$ cat src/rtl/month_calendar_seq_if.sv
// Purpose : bundle of tick/load controls and calendar outputs for month_calendar_seq.
// Latency : n/a (signal bundle only).
// Backpressure: none; the calendar accepts tick/load every cycle.
//
// Signals:
//   tick        advance one day
//   load        preload request
//   load_month  month index to load (0..11)
//   load_day    day to load (1..month length)
//   leap        current year is leap (only honoured with MONTH_CAL_LEAP_EN)
//   m           one-hot month (m[0]=January)
//   day         current day 1..31
//   month_len   length of current month (combinational)
//   month_end   one-cycle pulse when the month rolls over
//   year_wrap   one-cycle pulse when December rolls to January
//   load_err    one-cycle pulse when a load is rejected
interface month_calendar_seq_if;
  logic        tick;
  logic        load;
  logic [3:0]  load_month;
  logic [4:0]  load_day;
  logic        leap;
  logic [11:0] m;
  logic [4:0]  day;
  logic [4:0]  month_len;
  logic        month_end;
  logic        year_wrap;
  logic        load_err;

  // Stimulus side: drives controls, observes calendar state.
  modport master (
    output tick, load, load_month, load_day, leap,
    input  m, day, month_len, month_end, year_wrap, load_err
  );

  // Calendar side.
  modport slave (
    input  tick, load, load_month, load_day, leap,
    output m, day, month_len, month_end, year_wrap, load_err
  );
endinterface

$ cat src/rtl/month_calendar_seq.sv
// Purpose : day-by-day month/day calendar with preload, month-end and year-wrap strobes.
// Latency : one clock from tick/load to updated m/day/strobes; month_len is combinational.
// Backpressure: none; every tick/load is consumed in the cycle it is presented.
//
// Ports:
//   clk  system clock (rising edge)
//   rst  synchronous active-high reset, dominates load and tick
//   cal  month_calendar_seq_if.slave (tick/load controls in, m/day/strobes out)
// Optional feature: define MONTH_CAL_LEAP_EN to honour cal.leap (February = 28 + leap);
// otherwise February is always 28 days and a load of Feb 29 is rejected.
module month_calendar_seq #(
  parameter int START_MONTH = 0,
  parameter int START_DAY   = 1
) (
  input logic                 clk,
  input logic                 rst,
  month_calendar_seq_if.slave cal
);

  logic [3:0]  mi_q, mi_d;
  logic [4:0]  day_q, day_d;
  logic [11:0] m_q, m_d;
  logic        month_end_q, month_end_d;
  logic        year_wrap_q, year_wrap_d;
  logic        load_err_q, load_err_d;

  logic        leap_eff;
  logic [4:0]  cur_len;
  logic [4:0]  ld_len;
  logic        ld_ok;

`ifdef MONTH_CAL_LEAP_EN
  assign leap_eff = cal.leap;
`else
  // Pin kept for compatibility; value deliberately ignored.
  wire unused_leap = cal.leap;
  assign leap_eff = 1'b0;
`endif

  // Month length lookup; out-of-range indices return 0 so any load to them fails.
  function automatic logic [4:0] len_of(input logic [3:0] idx, input logic lp);
    logic [4:0] len;
    case (idx)
      4'd0, 4'd2, 4'd4, 4'd6, 4'd7, 4'd9, 4'd11: len = 5'd31;
      4'd3, 4'd5, 4'd8, 4'd10:                   len = 5'd30;
      4'd1:                                      len = lp ? 5'd29 : 5'd28;
      default:                                   len = 5'd0;
    endcase
    return len;
  endfunction

  assign cur_len = len_of(mi_q, leap_eff);
  assign ld_len  = len_of(cal.load_month, leap_eff);
  assign ld_ok   = (cal.load_month <= 4'd11) && (cal.load_day != 5'd0) &&
                   (cal.load_day <= ld_len);

  always_comb begin
    mi_d        = mi_q;
    day_d       = day_q;
    month_end_d = 1'b0;
    year_wrap_d = 1'b0;
    load_err_d  = 1'b0;
    if (cal.load) begin
      // A load, valid or not, swallows any simultaneous tick.
      if (ld_ok) begin
        mi_d  = cal.load_month;
        day_d = cal.load_day;
      end else begin
        load_err_d = 1'b1;
      end
    end else if (cal.tick) begin
      // >= rather than == so a day stranded past a shortened February still rolls.
      if (day_q >= cur_len) begin
        day_d       = 5'd1;
        month_end_d = 1'b1;
        if (mi_q == 4'd11) begin
          mi_d        = 4'd0;
          year_wrap_d = 1'b1;
        end else begin
          mi_d = mi_q + 4'd1;
        end
      end else begin
        day_d = day_q + 5'd1;
      end
    end
    m_d = 12'd1 << mi_d;
  end

  always_ff @(posedge clk) begin
    if (rst) begin
      mi_q        <= 4'(START_MONTH);
      day_q       <= 5'(START_DAY);
      m_q         <= 12'd1 << START_MONTH;
      month_end_q <= 1'b0;
      year_wrap_q <= 1'b0;
      load_err_q  <= 1'b0;
    end else begin
      mi_q        <= mi_d;
      day_q       <= day_d;
      m_q         <= m_d;
      month_end_q <= month_end_d;
      year_wrap_q <= year_wrap_d;
      load_err_q  <= load_err_d;
    end
  end

  assign cal.m         = m_q;
  assign cal.day       = day_q;
  assign cal.month_len = cur_len;
  assign cal.month_end = month_end_q;
  assign cal.year_wrap = year_wrap_q;
  assign cal.load_err  = load_err_q;

endmodule

$ cat src/flat_wrapper.sv
// flat-port wrapper written by rule: the top's interface ports become plain ports
module month_calendar_seq_flat 
#(
  parameter int START_MONTH = 0,
  parameter int START_DAY   = 1
)
  (clk, rst, cal_tick, cal_load, cal_load_month, cal_load_day, cal_leap, cal_m, cal_day, cal_month_len, cal_month_end, cal_year_wrap, cal_load_err);
  month_calendar_seq_if cal_i ();
  input logic clk;
  input logic rst;
  input wire logic [$bits(cal_i.tick)-1:0] cal_tick;
  input wire logic [$bits(cal_i.load)-1:0] cal_load;
  input wire logic [$bits(cal_i.load_month)-1:0] cal_load_month;
  input wire logic [$bits(cal_i.load_day)-1:0] cal_load_day;
  input wire logic [$bits(cal_i.leap)-1:0] cal_leap;
  output wire logic [$bits(cal_i.m)-1:0] cal_m;
  output wire logic [$bits(cal_i.day)-1:0] cal_day;
  output wire logic [$bits(cal_i.month_len)-1:0] cal_month_len;
  output wire logic [$bits(cal_i.month_end)-1:0] cal_month_end;
  output wire logic [$bits(cal_i.year_wrap)-1:0] cal_year_wrap;
  output wire logic [$bits(cal_i.load_err)-1:0] cal_load_err;
  assign cal_i.tick = cal_tick;
  assign cal_i.load = cal_load;
  assign cal_i.load_month = cal_load_month;
  assign cal_i.load_day = cal_load_day;
  assign cal_i.leap = cal_leap;
  assign cal_m = cal_i.m;
  assign cal_day = cal_i.day;
  assign cal_month_len = cal_i.month_len;
  assign cal_month_end = cal_i.month_end;
  assign cal_year_wrap = cal_i.year_wrap;
  assign cal_load_err = cal_i.load_err;
  month_calendar_seq #(.START_MONTH(START_MONTH), .START_DAY(START_DAY)) u_core (.clk(clk), .rst(rst), .cal(cal_i));
endmodule
$ cat config.mk
export PLATFORM = sky130hd
export DESIGN_NAME = month_calendar_seq_flat
export DESIGN_NICKNAME = d
export VERILOG_FILES = /design/src/rtl/month_calendar_seq_if.sv /design/src/rtl/month_calendar_seq.sv /design/src/flat_wrapper.sv
export SDC_FILE = /design/constraint.sdc
export NUM_CORES = 1
export LEC_CHECK = 0
export ABC_AREA = 1
export BUFFER_PORTS_ARGS = -buffer_cell sky130_fd_sc_hd__buf_2
export CORE_ASPECT_RATIO = 0.7
export CORE_MARGIN = 3
export CORE_UTILIZATION = 57
export DETAILED_ROUTE_END_ITERATION = 10
export GPL_TIMING_DRIVEN = 0
export PLACE_DENSITY = 0.91
export SYNTH_ARGS = -nofsm -noshare
export SYNTH_HDL_FRONTEND = slang
export SYNTH_SLANG_ARGS = --single-unit
$ cat constraint.sdc
create_clock -name clk -period 6.25 [get_ports clk]
set_input_delay 0.625 -clock clk [delete_from_list [all_inputs] [get_ports clk]]
set_output_delay 0.625 -clock clk [all_outputs]
set_load 0.1 [all_outputs]
==> metrics.txt, run 1 <==
status=complete, no violations; CTS Hold Buffers Added=0; Chip Width=68.2 um; Fmax=0.318 GHz; drt via density=5.31; Pwr Density=291 nW/um^2; WHS Path Cells=2; 1st-pass router iterations=4; Clock transition at path regs=0.08 ns; syn nets=243; Nets=284; TritonCTS clock tree=built; r2r setup slk=3.11 ns; crit path kind=reg2reg; grt ovf=0; max-cap violation count=0; post-synthesis register bit count=24; # IOs=39; die area=3380 um^2; Layout area overhead=17.1%; first-pass GRT wire length=5710 um; initial drt markers=68; count of cell types in the netlist=29; Worst Path Max Fanout=10; Register Area=480 um^2; antenna violations before repair=0; vias in the first global route=1273; RSZ-0062 raised after global routing=false; final setup fails=0; footprint of the multi-input gates=902 um^2; Starting Density=0.614; vias post-DR=1524; Root Driver=clkbuf_8; setup_tns=0 ns; worst hold path class=in2reg; Tcrit/Tclk final=0.502; r2r endpoint=u_core.cal.m[0]$_SDFF_PP1_; share of cells above drive strength 1=0.261; Max Buffers Root-to-Sink=2; YS warnings=0; post-CTS sizing=0; Core Box Area=2510 um^2; Worst Skew=0.00455 ns; DR DRC count=0; CP max-delay cell=dfxtp_1; DP HPWL=2780 um; worst vdd ir=0.180 mV; Clock Sink Count=24; Critical Path Source Type=flop; Period minus WS final=3.14 ns; fillers=210; Synth Area per Inst=7.21 um^2; Syn Std Cell Area=1540 um^2; endpoints failing hold=0; crit-path cells=inv_1, ha_1, nor2_1, o221ai_1, nor2_1, inv_1, a21oi_1, ha_1, a21oi_1, nand3_2, buf_6, nand3_1, nand2_1, nor2_2, nor2_4, nand3_1, nand2_1; Endpoint, Worst Hold=u_core.mi_q[1]$_SDFF_PP0_; Rel. slew slack=0.677; sequential-to-total area share from yosys stat=0.311; Hold WS=0.591 ns; wire per inst=12.0 um; WL final=3430 um; Synth Instances=214; WP data required=6.39 ns; Crit. End Element=flop; RR Startpoint=u_core.mi_q[0]$_SDFF_PP0_; R2R depth=17; Ant. Diodes=0; Post-CTS Setup Inserts=0; crit path DAT=3.28 ns; slowest cell delay on critical path=0.40 ns; H-tree lvl count=1; Total GRT Usage=0.219; Least-Margin Pin Slew=0.488 ns; max-slew violation count=0; # rows=15; CTS Buf Count=3; Routed Antenna Nets=0; Leakage Power=0.951 nW; largest net degree at the start of global routing=13; Final GP Congestion=0.852; Hold Path Origin=rst; number of port buffers=36; clock latency on the worst-skew pair=0.27 ns; Die H=49.5 um
[cell type report]
type	count	share of cell area
plain buffers	6	0.0228
clock buffers	3	0.0228
inverters	32	0.0664
multi-input cells	152	0.499
flip-flops and latches	24	0.266
well taps	34	0.0235
repair buffers	36	0.0997
[worst max-delay path, delay by kind of cell, from the launching register on]
| family | cells | cell delay [ns] |
|---|---|---|
| flip-flops | 1 | 0.40 |
| buffers and inverters | 3 | 0.35 |
| AND/OR/NAND/NOR | 9 | 1.04 |
| adder cells (fa/ha/maj) | 2 | 0.53 |
| AO/OA/AOI/OAI | 3 | 0.70 |
[state kept, by name, summed over array words and instances (netlist names)]
signal and cells:
u_core.cal.day 5, u_core.cal.load_err 1, u_core.cal.m 12, u_core.cal.month_end 1, u_core.cal.year_wrap 1, u_core.mi_q 4
[how the worst max path moves through the flow]
stage / from / cells after the start / endpoint
6_report: u_core.mi_q[0]$_SDFF_PP0_ / 17 / u_core.cal.m[0]$_SDFF_PP1_
5_1_grt: u_core.mi_q[1]$_SDFF_PP0_ / 20 / u_core.cal.m[11]$_SDFF_PP0_
4_1_cts: u_core.mi_q[0]$_SDFF_PP0_ / 17 / u_core.cal.m[0]$_SDFF_PP1_
3_5_place_dp: u_core.mi_q[0]$_SDFF_PP0_ / 17 / u_core.cal.m[0]$_SDFF_PP1_
3_3_place_gp: u_core.mi_q[0]$_SDFF_PP0_ / 17 / u_core.cal.m[0]$_SDFF_PP1_
2_1_floorplan: u_core.mi_q[1]$_SDFF_PP0_ / 9 / cal_month_len[3]
[logic make-up (layout without fill, tap and decap cells)]
logic type,count (synthesis),count (layout),share of synthesized area
DFF,24,24,0.311
adders and majority gates,15,15,0.122
buffers and inverters,38,77,0.105
and+or+nand+nor,108,108,0.349
AOI/OAI and AO/OA,26,26,0.0964
xor gates and xnor gates,3,3,0.0170
[Yosys cell counts]
master,n,share of area
nand3_2,4,0.026
o21ai_2,1,0.0057
nor2_2,7,0.028
o221ai_1,2,0.011
o21ai_0,9,0.029
buf_4,3,0.015
buf_6,1,0.0073
nand4_1,5,0.020
nor3_1,2,0.0065
a21oi_1,8,0.026
xor2_1,2,0.011
clkbuf_1,2,0.0049
nor2_4,1,0.0073
xnor2_1,1,0.0057
nand2_2,5,0.020
o22ai_1,1,0.0041
inv_2,2,0.0049
or2_2,1,0.0041
nand3_4,2,0.023
inv_1,30,0.073
nand3_1,19,0.062
nand2_1,40,0.097
a31oi_1,1,0.0041
o211ai_1,2,0.0097
ha_1,15,0.12
dfxtp_1,24,0.31
and2_1,1,0.0041
nor2_1,21,0.051
o21ai_1,2,0.0065
[placed cells by master (no fill, tap or decap), types with 2 or more instances in the layout]
master    count
a21oi_1       8
buf_2        36
buf_4         3
clkbuf_1      2
clkbuf_8      3
dfxtp_1      24
ha_1         15
inv_1        30
inv_2         2
nand2_1      40
nand2_2       5
nand3_1      19
nand3_2       4
nand3_4       2
nand4_1       5
nor2_1       21
nor2_2        7
nor3_1        2
o211ai_1      2
o21ai_0       9
o21ai_1       2
o221ai_1      2
xor2_1        2
[where the power goes]
| group | switching (W) | total [W] | internal (W) | leakage (nW) |
|---|---|---|---|---|
| Clock | 0.0000470 | 0.0000901 | 0.0000431 | 0.0216 |
| Combinational | 0.000205 | 0.000262 | 0.0000575 | 0.734 |
| Sequential | 0.00000943 | 0.000173 | 0.000164 | 0.196 |
| Total | 0.000261 | 0.000526 | 0.000264 | 0.951 |
[routing by layer]
| metal | vias up | share of wire | track usage |
|---|---|---|---|
| li1 | 772 | - | - |
| met1 | 689 | 0.46 | 0.319 |
| met2 | 59 | 0.45 | 0.330 |
| met3 | 4 | 0.084 | 0.0501 |
| met4 | 0 | 0.0076 | 0.0429 |
| met5 | - | 0 | 0 |
[stage by stage]
stage	worst slack, ns	cells	cell area, um^2	power (W)	util
floorplan	1.20	214	1540	0.000395	-
global placement	3.26	284	1770	0.000432	0.702
detailed placement	3.18	284	1770	0.000438	0.702
CTS	3.15	287	1810	0.000526	0.719
global route	2.80	287	1810	0.000555	0.719
finish	3.11	287	1810	0.000526	0.719
No activity file was read; power rests on OpenSTA's default activity.
==> run 2, diff against run 1 <==
- CORE_UTILIZATION: 57 -> 47
- PLACE_DENSITY: 0.91 -> 0.81
- clock period: 6.25 -> 2.75 ns (I/O delays scaled with it)
==> metrics.txt, run 2 (synthesized netlist as in run 1, its figures left out) <==
Tcrit/Tclk final=1.04 (was 0.502); Non-Filler Instances=301 (was 287); 1st-pass router iterations=4 (unchanged); Leakage Power=1.05 nW (was 0.951 nW); Root Driver=clkbuf_8 (unchanged); failing checks=negative setup slack; Core Box Area=2960 um^2 (was 2510 um^2); first-pass GRT wire length=6110 um (was 5710 um); CP max-delay cell=dfxtp_4 (was dfxtp_1); status=finished, violations left (was complete, no violations); max-slew violation count=0 (unchanged); Clock transition at path regs=0.09 ns (was 0.08 ns); drt via density=5.29 (was 5.31); grt ovf=0 (unchanged); Layout area overhead=42.8% (was 17.1%); Worst Skew=0.00306 ns (was 0.00455 ns); CTS Hold Buffers Added=0 (unchanged); Power, Total=0.00145 W (was 0.000526 W); slowest cell delay on critical path=0.41 ns (was 0.40 ns); Sw Pwr=0.000701 W (was 0.000261 W); Logic pwr share=0.528 (was 0.499); wire per inst=13.8 um (was 12.0 um); Final GP Congestion=0.794 (was 0.852); Final Util=0.744 (was 0.719); WP data required=2.97 ns (was 6.39 ns); # rows=16 (was 15); Least-Margin Pin Slew=0.502 ns (was 0.488 ns); fillers=203 (was 210); Worst path most repeated cell=nor2_4; max reg flops=12 (unchanged); worst hold path class=in2reg (unchanged); RSZ-0062 raised after global routing=true (was false); worst vdd ir=0.330 mV (was 0.180 mV); Critical Path Source Type=flop (unchanged); # IOs=39 (unchanged); Period minus WS final=2.86 ns (was 3.14 ns); vias in the first global route=1357 (was 1273); Max Buffers Root-to-Sink=2 (unchanged); final setup fails=16 (was 0); Clock Sink Count=24 (unchanged); initial drt markers=94 (was 68); clock latency on the worst-skew pair=0.28 ns (was 0.27 ns); clock share of power=0.195 (was 0.171); DP HPWL=2800 um (was 2780 um); number of port buffers=36 (unchanged); Total GRT Usage=0.203 (was 0.219); Nets=295 (was 284); Starting Density=0.521 (was 0.614); Chip Width=74.5 um (was 68.2 um); DR DRC count=0 (unchanged); Die H=54.0 um (was 49.5 um); Sequential Power Share=0.277 (was 0.330); Worst path top cell family by delay=simple AND/OR/NAND/NOR gates (unchanged); Crit. End Element=flop (unchanged); Pwr Density=657 nW/um^2 (was 291 nW/um^2); H-tree lvl count=1 (unchanged); Worst Path Max Fanout=6 (was 10); PnR worst setup slack=-0.114 ns (was 3.11 ns); CTS Buf Count=3 (unchanged); Fmax=0.349 GHz (was 0.318 GHz); setup_tns=-1.41 ns (was 0 ns); commonest non-fill, non-tap cell in the layout=buf_2 (was nand2_1); Bufs and invs on worst path=4 (was 3); crit-path cells=inv_6, ha_4, nor2_4, o221ai_2, nor2_4, clkinvlp_4, a21oi_4, ha_4, nand2_4, nor2_4, nand2_2, nand3_4, buf_6, nand3_1, nand2_1, nand3_1, nand2_4, nor2_4, inv_1, nor2_2 (was inv_1, ha_1, nor2_1, o221ai_1, nor2_1, inv_1, a21oi_1, ha_1, a21oi_1, nand3_2, buf_6, nand3_1, nand2_1, nor2_2, nor2_4, nand3_1, nand2_1); Rel. slew slack=0.667 (was 0.677); vias post-DR=1593 (was 1524); Ant. Diodes=0 (unchanged); most frequent cells in the layout=36 x buf_2, 30 x nand2_1, 24 x inv_1, 21 x dfxtp_1, 15 x nand3_1 (was 40 x nand2_1, 36 x buf_2, 30 x inv_1, 24 x dfxtp_1, 21 x nor2_1); WL final=4160 um (was 3430 um); switching share of total power=0.484 (was 0.497); crit path kind=reg2reg (unchanged); die area=4020 um^2 (was 3380 um^2); largest net degree at the start of global routing=15 (was 13); endpoints failing hold=0 (unchanged); crit path DAT=3.09 ns (was 3.28 ns); antenna violations before repair=0 (unchanged); max-cap violation count=0 (unchanged); TritonCTS clock tree=built (unchanged); share of cells above drive strength 1=0.453 (was 0.261); Routed Antenna Nets=0 (unchanged); cell-internal power=0.000747 W (was 0.000264 W); DP Cell Count=286 (was 284)
run 2: worst reg2reg max path: cells and delay by family, from the launching register on:
family / cells / cell delay, ns
compound gates: 2 / 0.38
fa+ha+maj: 2 / 0.43
buf+inv: 4 / 0.36
flops: 1 / 0.41
simple gates: 12 / 1.23
run 2: final cells by class:
| class | count | area, um^2 | area share |
|---|---|---|---|
| multi-input combinational | 152 | 1160 | 0.526 |
| sequential | 24 | 489 | 0.222 |
| timing repair buffer | 47 | 263 | 0.119 |
| inverter | 32 | 141 | 0.0641 |
| clock buffer | 4 | 66.3 | 0.0301 |
| tap | 36 | 45.0 | 0.0204 |
| buffer | 6 | 41.3 | 0.0187 |
run 2: routing by layer:
metal,track usage,share of wire
met5,0,0
met4,0.0710,0.018
met1,0.273,0.46
met3,0.0392,0.060
met2,0.324,0.46
run 2: power by group through the flow:
stage                     logic, W  clock network (W)  registers (W)
after CTS                 0.000682           0.000288       0.000401
after floorplan           0.000412                  0       0.000544
final                     0.000764           0.000282       0.000402
after detailed placement  0.000648                  0       0.000407
after global routing      0.000813           0.000298       0.000406
after global placement    0.000637                  0       0.000406
run 2: worst paths after layout:
| path | start | endpoint | slack [ns] | cells past startpoint |
|---|---|---|---|---|
| setup / recovery | u_core.mi_q[1]$_SDFF_PP0_ | u_core.cal.m[4]$_SDFF_PP0_ | -0.11 | 20 |
| hold / removal | rst | u_core.mi_q[1]$_SDFF_PP0_ | 0.22 | 2 |
| setup reg to reg | u_core.mi_q[1]$_SDFF_PP0_ | u_core.cal.m[4]$_SDFF_PP0_ | -0.11 | 20 |
| hold reg to reg | u_core.cal.day[0]$_SDFFE_PP1P_ | u_core.cal.day[0]$_SDFFE_PP1P_ | 0.61 | 2 |
run 2: per-stage QoR:
stage          worst slack, ns  hold slack [ns]  instance area [um^2]
6_report                -0.114            0.223                  2200
5_1_grt                 -0.280            0.229                  2200
4_1_cts                0.00217            0.218                  2070
3_5_place_dp            -0.176            0.514                  1910
3_3_place_gp            -0.109            0.504                  1910
2_1_floorplan           -0.514            0.338                  1690
run 2: repair_timing:
item | CTS | global route
pin swaps | 4 | 19
resized for setup | 11 | 25
setup endpoints to repair | 15 | 20
setup buffers | 5 | 5
cloned | 1 | 0
==> run 3, diff against run 2 <==
- PLACE_DENSITY: 0.81 -> 0.82
==> metrics.txt, run 3 (synthesized netlist as in run 1, its figures left out) <==
Pwr Density=659 nW/um^2 (was 657 nW/um^2); max-cap violation count=0 (unchanged); Least-Margin Pin Slew=0.503 ns (was 0.502 ns); setup_tns=-1.09 ns (was -1.41 ns); Rel. slew slack=0.667 (about the same); WHS Path Cells=2 (unchanged); H-tree lvl count=1 (unchanged); Worst path top cell family by delay=simple AND/OR/NAND/NOR gates (unchanged); first-pass GRT wire length=6180 um (was 6110 um); cell-internal power=0.000753 W (was 0.000747 W); Root Driver=clkbuf_8 (unchanged); failing checks=negative setup slack (unchanged); R2R depth=19 (was 20); Logic pwr share=0.532 (was 0.528); CTS Buf Count=3 (unchanged); RSZ-0062 raised after global routing=true (unchanged); Layout area overhead=42.8% (unchanged); Critical Path Source Type=flop (unchanged); Final GP Congestion=0.817 (was 0.794); initial drt markers=86 (was 94); Crit. End Element=flop (unchanged); endpoints failing hold=0 (unchanged); slowest cell delay on critical path=0.42 ns (was 0.41 ns); switching share of total power=0.482 (was 0.484); Max Buffers Root-to-Sink=2 (unchanged); Hold Path Origin=rst (unchanged); r2r endpoint=u_core.cal.m[7]$_SDFF_PP0_ (was u_core.cal.m[4]$_SDFF_PP0_); antenna violations before repair=0 (unchanged); Total GRT Usage=0.202 (was 0.203); CP max-delay cell=dfxtp_4 (unchanged); clock share of power=0.191 (was 0.195); clock latency on the worst-skew pair=0.27 ns (was 0.28 ns); Leakage Power=1.05 nW (about the same); Starting Density=0.521 (unchanged); Worst Skew=0.00250 ns (was 0.00306 ns); vias post-DR=1581 (was 1593); # IOs=39 (unchanged); Non-Filler Instances=301 (unchanged); max reg flops=12 (unchanged); worst hold path class=in2reg (unchanged); Sw Pwr=0.000700 W (was 0.000701 W); Bufs and invs on worst path=3 (was 4); Nets=295 (unchanged); Die H=54.0 um (unchanged); DR DRC count=0 (unchanged); 1st-pass router iterations=4 (unchanged); commonest non-fill, non-tap cell in the layout=buf_2 (unchanged); Fmax=0.349 GHz (about the same); Worst path most repeated cell=nor2_4 (unchanged); status=finished, violations left (unchanged); Tcrit/Tclk final=1.04 (about the same); Core Box Area=2960 um^2 (unchanged); r2r setup slk=-0.11 ns (about the same); worst vdd ir=0.345 mV (was 0.330 mV); Routed Antenna Nets=0 (unchanged); # rows=16 (unchanged); Worst Path Max Fanout=5 (was 6); die area=4020 um^2 (unchanged); largest net degree at the start of global routing=15 (unchanged); DP Cell Count=286 (unchanged); crit-path cells=inv_6, ha_4, nor2_4, o221ai_2, nor2_4, clkinvlp_4, a21oi_4, ha_4, nand2_4, nor2_4, nand2_2, nand3_4, buf_6, nand3_1, nand2_2, nor2_4, nor2_4, nand3_4, nor2_4 (was inv_6, ha_4, nor2_4, o221ai_2, nor2_4, clkinvlp_4, a21oi_4, ha_4, nand2_4, nor2_4, nand2_2, nand3_4, buf_6, nand3_1, nand2_1, nand3_1, nand2_4, nor2_4, inv_1, nor2_2); Clock Sink Count=24 (unchanged); DP HPWL=2860 um (was 2800 um); Endpoint, Worst Hold=u_core.mi_q[0]$_SDFF_PP0_ (was u_core.mi_q[1]$_SDFF_PP0_); WL final=4350 um (was 4160 um); most frequent cells in the layout=37 x buf_2, 31 x nand2_1, 24 x inv_1, 21 x dfxtp_1, 16 x nor2_1 (was 36 x buf_2, 30 x nand2_1, 24 x inv_1, 21 x dfxtp_1, 15 x nand3_1); max-slew violation count=0 (unchanged); WP data required=2.96 ns (was 2.97 ns); vias in the first global route=1414 (was 1357); number of port buffers=36 (unchanged); share of cells above drive strength 1=0.449 (was 0.453); crit path kind=reg2reg (unchanged); TritonCTS clock tree=built (unchanged); final setup fails=15 (was 16); Sequential Power Share=0.277 (about the same); Clock transition at path regs=0.09 ns (about the same); Ant. Diodes=0 (unchanged); drt via density=5.25 (was 5.29); wire per inst=14.4 um (was 13.8 um); RR Startpoint=u_core.mi_q[1]$_SDFF_PP0_ (unchanged); Period minus WS final=2.86 ns (about the same); grt ovf=0 (unchanged); PnR worst setup slack=-0.113 ns (was -0.114 ns); Chip Width=74.5 um (unchanged); crit path DAT=3.08 ns (was 3.09 ns)
==> run 3: cell counts in the layout (fill, tap and decap cells not counted) <==
Identical to the previous run, type by type.
==> run 3: per-layer routing <==
| metal | share of wire | GRT usage | wire, um |
|---|---|---|---|
| met5 | 0 | 0 | 0 |
| met4 | 0.012 | 0.0621 | 53 |
| met3 | 0.050 | 0.0410 | 216 |
| met2 | 0.49 | 0.327 | 2150 |
| met1 | 0.44 | 0.272 | 1930 |
==> run 3: layout make-up <==
type,instances,area (um^2)
Clock buffer,4,66.3
Timing Repair Buffer,47,268
Tap cell,36,45.0
Sequential cell,24,489
Fill cell,213,758
Buffer,6,41.3
Inverter,32,136
Multi-Input combinational cell,152,1160
==> run 3: power groups by stage <==
stage	sequential, W	combinational [W]	clock [W]
2_1_floorplan	0.000544	0.000412	0
3_3_place_gp	0.000407	0.000637	0
3_5_place_dp	0.000407	0.000650	0
4_1_cts	0.000401	0.000698	0.000276
5_1_grt	0.000407	0.000818	0.000295
6_report	0.000403	0.000773	0.000277
==> run 3: worst register-to-register path: stages (launching register included) <==
cell,delay (ns)
dfxtp_4,0.42
inv_6,0.06
ha_4,0.16
nor2_4,0.15
o221ai_2,0.13
nor2_4,0.15
clkinvlp_4,0.12
a21oi_4,0.25
ha_4,0.22
nand2_4,0.07
nor2_4,0.08
nand2_2,0.09
nand3_4,0.08
buf_6,0.12
nand3_1,0.12
nand2_2,0.11
nor2_4,0.05
nor2_4,0.15
nand3_4,0.13
nor2_4,0.14
==> run 3: what timing repair did <==
| item | 4_1_cts | 5_1_grt |
|---|---|---|
| gates resized for setup | 11 | 24 |
| hold endpoints to repair | 0 | 0 |
| cloned | 1 | 0 |
| endpoints found under the setup margin | 15 | 21 |
| buffers inserted | 9 | 4 |
| hold buffers | 0 | 0 |
| pin swaps | 4 | 24 |
==> run 3: worst max-delay path by stage <==
stage,slack (ns),startpoint,end,depth (start not counted)
finish,-0.11,u_core.mi_q[1]$_SDFF_PP0_,u_core.cal.m[7]$_SDFF_PP0_,19
global route,-0.27,u_core.mi_q[1]$_SDFF_PP0_,u_core.cal.m[7]$_SDFF_PP0_,19
CTS,-0.01,u_core.mi_q[0]$_SDFF_PP0_,u_core.cal.m[7]$_SDFF_PP0_,20
detailed placement,-0.15,u_core.mi_q[0]$_SDFF_PP0_,u_core.cal.m[10]$_SDFF_PP0_,20
global placement,-0.11,u_core.mi_q[0]$_SDFF_PP0_,u_core.cal.m[9]$_SDFF_PP0_,20
floorplan,-0.51,u_core.mi_q[1]$_SDFF_PP0_,u_core.cal.m[4]$_SDFF_PP0_,20
==> run 3: per-stage QoR <==
stage          hold slack [ns]  worst slack [ns]  utilization  power (W)  instance area (um^2)
2_1_floorplan            0.338            -0.514            -   0.000956                  1690
3_3_place_gp             0.505            -0.105        0.646    0.00104                  1910
3_5_place_dp             0.511            -0.151        0.646    0.00106                  1910
4_1_cts                  0.230           -0.0139        0.709    0.00138                  2100
5_1_grt                  0.240            -0.274        0.744    0.00152                  2200
6_report                 0.248            -0.113        0.744    0.00145                  2200
